File: src/rtl/ecap5_dwbarb.sv
// Two-master round-robin arbiter in front of a single pipelined Wishbone slave port.
// Ownership is held for a whole cycle (cyc) and hands over directly to the waiting master.
module ecap5_dwbarb #(
  parameter int unsigned FIRST_PRIORITY = 0
) (
  input  logic        clk_i,
  input  logic        rst_i,

  input  logic [31:0] m0_wb_adr_i,
  input  logic [31:0] m0_wb_dat_i,
  output logic [31:0] m0_wb_dat_o,
  input  logic [3:0]  m0_wb_sel_i,
  input  logic        m0_wb_we_i,
  input  logic        m0_wb_stb_i,
  input  logic        m0_wb_cyc_i,
  output logic        m0_wb_ack_o,
  output logic        m0_wb_stall_o,

  input  logic [31:0] m1_wb_adr_i,
  input  logic [31:0] m1_wb_dat_i,
  output logic [31:0] m1_wb_dat_o,
  input  logic [3:0]  m1_wb_sel_i,
  input  logic        m1_wb_we_i,
  input  logic        m1_wb_stb_i,
  input  logic        m1_wb_cyc_i,
  output logic        m1_wb_ack_o,
  output logic        m1_wb_stall_o,

  output logic [31:0] s_wb_adr_o,
  output logic [31:0] s_wb_dat_o,
  input  logic [31:0] s_wb_dat_i,
  output logic [3:0]  s_wb_sel_o,
  output logic        s_wb_we_o,
  output logic        s_wb_stb_o,
  output logic        s_wb_cyc_o,
  input  logic        s_wb_ack_i,
  input  logic        s_wb_stall_i,

  output logic [1:0]  grant_o
);

  typedef enum logic [1:0] {
    IDLE   = 2'd0,
    GRANT0 = 2'd1,
    GRANT1 = 2'd2
  } state_t;

  // last_grant starts at the "other" master so FIRST_PRIORITY wins the first tie.
  localparam logic RESET_LAST = (FIRST_PRIORITY == 0) ? 1'b1 : 1'b0;

  state_t state, state_next;
  logic   last_grant;

  function automatic state_t arbitrate(input logic req0, input logic req1, input logic last);
    case ({req1, req0})
      2'b01:   return GRANT0;
      2'b10:   return GRANT1;
      2'b11:   return last ? GRANT0 : GRANT1;
      default: return IDLE;
    endcase
  endfunction

  // Next state depends only on cyc requests, state and last_grant; slave inputs never steer it.
  always_comb begin
    // NOTE: default assignment first so no path leaves state_next unassigned (no latch).
    state_next = state;
    case (state)
      IDLE:    state_next = arbitrate(m0_wb_cyc_i, m1_wb_cyc_i, last_grant);
      GRANT0:  if (!m0_wb_cyc_i) state_next = arbitrate(1'b0, m1_wb_cyc_i, last_grant);
      GRANT1:  if (!m1_wb_cyc_i) state_next = arbitrate(m0_wb_cyc_i, 1'b0, last_grant);
      default: state_next = IDLE;
    endcase
  end

  always_ff @(posedge clk_i) begin
    // NOTE: sequential state uses non-blocking assignments so every flop samples pre-edge values.
    if (!rst_i) begin
      state      <= IDLE;
      last_grant <= RESET_LAST;
    end else begin
      state <= state_next;
      if (state_next == GRANT0)      last_grant <= 1'b0;
      else if (state_next == GRANT1) last_grant <= 1'b1;
    end
  end

  assign grant_o = {state == GRANT1, state == GRANT0};

  // Read data is broadcast; only the granted master's ack qualifies it.
  assign m0_wb_dat_o = s_wb_dat_i;
  assign m1_wb_dat_o = s_wb_dat_i;

  always_comb begin
    s_wb_adr_o    = '0;
    s_wb_dat_o    = '0;
    s_wb_sel_o    = '0;
    s_wb_we_o     = 1'b0;
    s_wb_stb_o    = 1'b0;
    s_wb_cyc_o    = 1'b0;
    m0_wb_ack_o   = 1'b0;
    m0_wb_stall_o = 1'b1;
    m1_wb_ack_o   = 1'b0;
    m1_wb_stall_o = 1'b1;
    case (state)
      GRANT0: begin
        s_wb_adr_o    = m0_wb_adr_i;
        s_wb_dat_o    = m0_wb_dat_i;
        s_wb_sel_o    = m0_wb_sel_i;
        s_wb_we_o     = m0_wb_we_i;
        s_wb_stb_o    = m0_wb_stb_i;
        s_wb_cyc_o    = m0_wb_cyc_i;
        m0_wb_ack_o   = s_wb_ack_i;
        m0_wb_stall_o = s_wb_stall_i;
      end
      GRANT1: begin
        s_wb_adr_o    = m1_wb_adr_i;
        s_wb_dat_o    = m1_wb_dat_i;
        s_wb_sel_o    = m1_wb_sel_i;
        s_wb_we_o     = m1_wb_we_i;
        s_wb_stb_o    = m1_wb_stb_i;
        s_wb_cyc_o    = m1_wb_cyc_i;
        m1_wb_ack_o   = s_wb_ack_i;
        m1_wb_stall_o = s_wb_stall_i;
      end
      default: ;
    endcase
  end

endmodule
File: config.mk
export PLATFORM = sky130hd
export DESIGN_NAME = ecap5_dwbarb
export DESIGN_NICKNAME = d
export VERILOG_FILES = /design/src/rtl/ecap5_dwbarb.sv
export SDC_FILE = /design/constraint.sdc
export NUM_CORES = 1
export LEC_CHECK = 0
export BUFFER_PORTS_ARGS = -buffer_cell sky130_fd_sc_hd__buf_2
export CORE_AREA = 2 2 125 127
export DETAILED_ROUTE_END_ITERATION = 8
export DIE_AREA = 0 0 127 129
export PLACE_DENSITY = 0.42
export SLEW_MARGIN = 0
export SYNTH_ARGS = -nofsm -noshare
export SYNTH_HDL_FRONTEND = slang
export SYNTH_SLANG_ARGS = --single-unit
File: constraint.sdc
create_clock -name clk_i -period 3.8 [get_ports clk_i]
set_clock_uncertainty 0.05 [all_clocks]
set_input_delay 0.38 -clock clk_i [delete_from_list [all_inputs] [get_ports clk_i]]
set_output_delay 0.38 -clock clk_i [all_outputs]
set_load 0.1 [all_outputs]
==> key figures <==
Status
  – Status: completed

Critical path
  – R2R depth: 9
  – CP endpoint kind: primary output
  – Crit path from: state[1]$_SDFF_PN0_
  – Req. time, crit path: 3.37 ns
  – CP max FO: a little over 70
  – R2R setup slack: 1.21 ns
  – Worst setup SP type: register
  – Worst Setup Path Type: register to primary output
  – Worst flop-to-flop path startpoint: state[1]$_SDFF_PN0_
  – Worst reg2reg endpoint: last_grant$_SDFFE_PN1P_
  – Critical path data arrival time: around 2.4 ns

Worst hold path
  – Worst hold start: rst_i
  – Hold WC Path Type: input port to register
  – Cell depth of the worst hold path: 2
  – Hold Path Sink: last_grant$_SDFFE_PN1P_

Routing
  – Initial DRC count: 100
  – DR vias: 2330
  – Antenna-violating nets left: 0
  – Routed wire length: between 7000 and 8000 µm
  – Avg WL per Cell: 12.5 µm
  – Pre-antenna DRT Iters: 6
  – Vias/cell: 3.96
  – DRC Markers: 0

Clocking
  – PostCTS Resize Cnt: 0
  – Clock tree buffer depth: 2
  – Clk root buf: clkbuf_16
  – Clk slew on worst S/H paths: around 0.03 ns
  – Clk sinks: 3
  – Clk_lat worst skew: ~0.23 ns
  – CTS tree: done
  – Post-CTS Hold Buffers: 0
  – Clock buffer count from CTS: 3
  – Htree depth: 1
  – Post-CTS Setup Inserts: 0

STA
  – Hold WS: 0.285 ns
  – Max Freq: between 300 and 400 MHz
  – Setup_tns: 0 ns
  – Pins Over Slew Limit: 0
  – Worst-margin pin slew: 0.976 ns
  – Setup violators final: 0
  – Final Critical Period: 2.84 ns
  – Final hold vios: 0
  – Part of the cycle the worst path needs: 0.748
  – Fin worst setup slack: around 0.96 ns
  – Rel. slew slack: 0.350
  – RSZ-0062 raised after global routing: false

Synthesis
  – Compound-Gate Fraction of Synth Area: 0.308
  – Synth warnings: 0
  – Seq/Total Area, Yosys: 0.0328
  – Number of unique standard cell types used by synthesis: 19
  – Mean Syn Cell Area: 7.04 µm²
  – #FFs+latches synth: 3
  – Syn nets: about 440
  – Largest family of logic cells by synthesized area: buffers and inverters
  – Post-Syn Instances: 260
  – Adder-Cell Fraction of Synth Area: 0.0410
  – XOR/XNOR Fraction of Synth Area: 0
  – Post-synthesis mux area share: 0.00547
  – Simple-gate area share of the yosys netlist: 0.288
  – Post-Syn Area: 1830 µm²

Floorplanning
  – Total core area: 15000 µm²
  – Die extent in x: 127 µm
  – Ports: approximately 320
  – DIE AREA: 16400 µm²
  – # rows: 45
  – Starting Density: 0.122
  – DIE HEIGHT: 129 µm

Layout
  – Area growth, synth to finish: 48.5%
  – Share of layout cells above drive strength 1: 0.576
  – Nets@finish: 586
  – ANT cells: 0
  – Final std cells w/o fill: about 590

Place
  – Gpl congestion: 0.748
  – I/O Buffers: 222
  – Worst slack at placement: 1.14 ns
  – Final HPWL DP: 5680 µm
  – Placed cells: 585

Global route
  – Largest net degree at the start of global routing: approximately 70
  – Overflow after GRT: 0
  – Initial antenna violation count: 0
  – Global-route wire length before repair: ~10000 µm
  – Vias in the first global route: around 2100
  – Tot GR Track Use: 0.0758

Flow run
  – Max_cap viols: 0

Power
  – Worst VDD drop: around 0.19 mV
  – P_leak: 1.33 nW
  – PwrDens: roughly 320 nW/µm²
## stage by stage
stage / util / cell area (µm²) / total power [W]
final: 0.182 / 2720 / 0.000870
after global placement: 0.176 / 2640 / 0.000698
after global routing: 0.182 / 2720 / 0.000917
after detailed placement: 0.176 / 2640 / 0.000706
after floorplan: - / 1830 / 0.000864
after CTS: 0.182 / 2720 / 0.000880
## registers in the layout (all words and copies together) (netlist names)
| register | count |
|---|---|
| state | 2 |
| last_grant | 1 |
## worst max-delay path by stage
stage	end	slack, ns
6_report	s_wb_dat_o[16]	0.96
5_1_grt	s_wb_dat_o[16]	0.74
4_1_cts	s_wb_dat_o[16]	0.90
3_5_place_dp	s_wb_dat_o[16]	1.14
3_3_place_gp	s_wb_dat_o[1]	1.24
2_1_floorplan	s_wb_adr_o[0]	0.17
## area by class of cell
type,instances,area (µm²)
Fill cell,1704,12300
Multi-Input combinational cell,167,1180
Timing Repair Buffer,224,1150
Tap cell,188,235
Clock buffer,4,78.8
Sequential cell,3,60.1
Inverter,3,11.3
## logic make-up (layout without fill, tap and decap cells)
family,Yosys count,count (layout)
buffers and inverters,90,231
and+or+nand+nor,86,86
AOI/OAI and AO/OA,74,74
adders and majority gates,6,6
DFF,3,3
muxes,1,1
## cell usage after synthesis (all sizes together)
| library cell | instances | area share |
|---|---|---|
| buf | 73 | 0.29 |
| nor2b | 72 | 0.25 |
| a22oi | 71 | 0.29 |
| clkbuf | 14 | 0.029 |
| ha | 6 | 0.041 |
| and2 | 3 | 0.010 |
| dfxtp | 3 | 0.033 |
| inv | 3 | 0.0062 |
| nand2b | 3 | 0.010 |
| nor2 | 3 | 0.0062 |
| nand2 | 2 | 0.0041 |
| or2 | 2 | 0.0068 |
| a222oi | 1 | 0.0055 |
| a22o | 1 | 0.0048 |
| mux2i | 1 | 0.0055 |
| nand3b | 1 | 0.0041 |
| o221a | 1 | 0.0062 |
## report_power, final
part / internal, W / leakage (nW) / total, W / switching [W]
Clock: 0.000139 / 0.0382 / 0.000169 / 0.0000305
Sequential: 0.0000354 / 0.0247 / 0.0000389 / 0.00000343
Combinational: 0.000187 / 1.27 / 0.000662 / 0.000475
## metal layers
layer,share of wire,global-route usage,vias up
li1,-,-,1128
met1,0.38,0.0855,1079
met2,0.54,0.147,100
met3,0.062,0.00790,23
met4,0.017,0.0278,0
met5,0,0,-
## placed cells by master (no fill, tap or decap), types with 2 or more instances in the layout
cell type	n
nand2b_1	3
buf_2	222
and2_1	3
ha_1	3
ha_2	3
clkbuf_16	3
nor2_1	3
nand2_1	2
inv_1	3
nor2b_1	72
a22oi_1	71
buf_12	2
dfxtp_1	3
or2_1	2
## worst max-delay path: stages, from the launching register on
cell and delay (ns):
dfxtp_1 0.38, inv_1 0.10, ha_2 0.99, nor2b_1 0.24, buf_2 0.44
(Power assumes the default switching activity.)
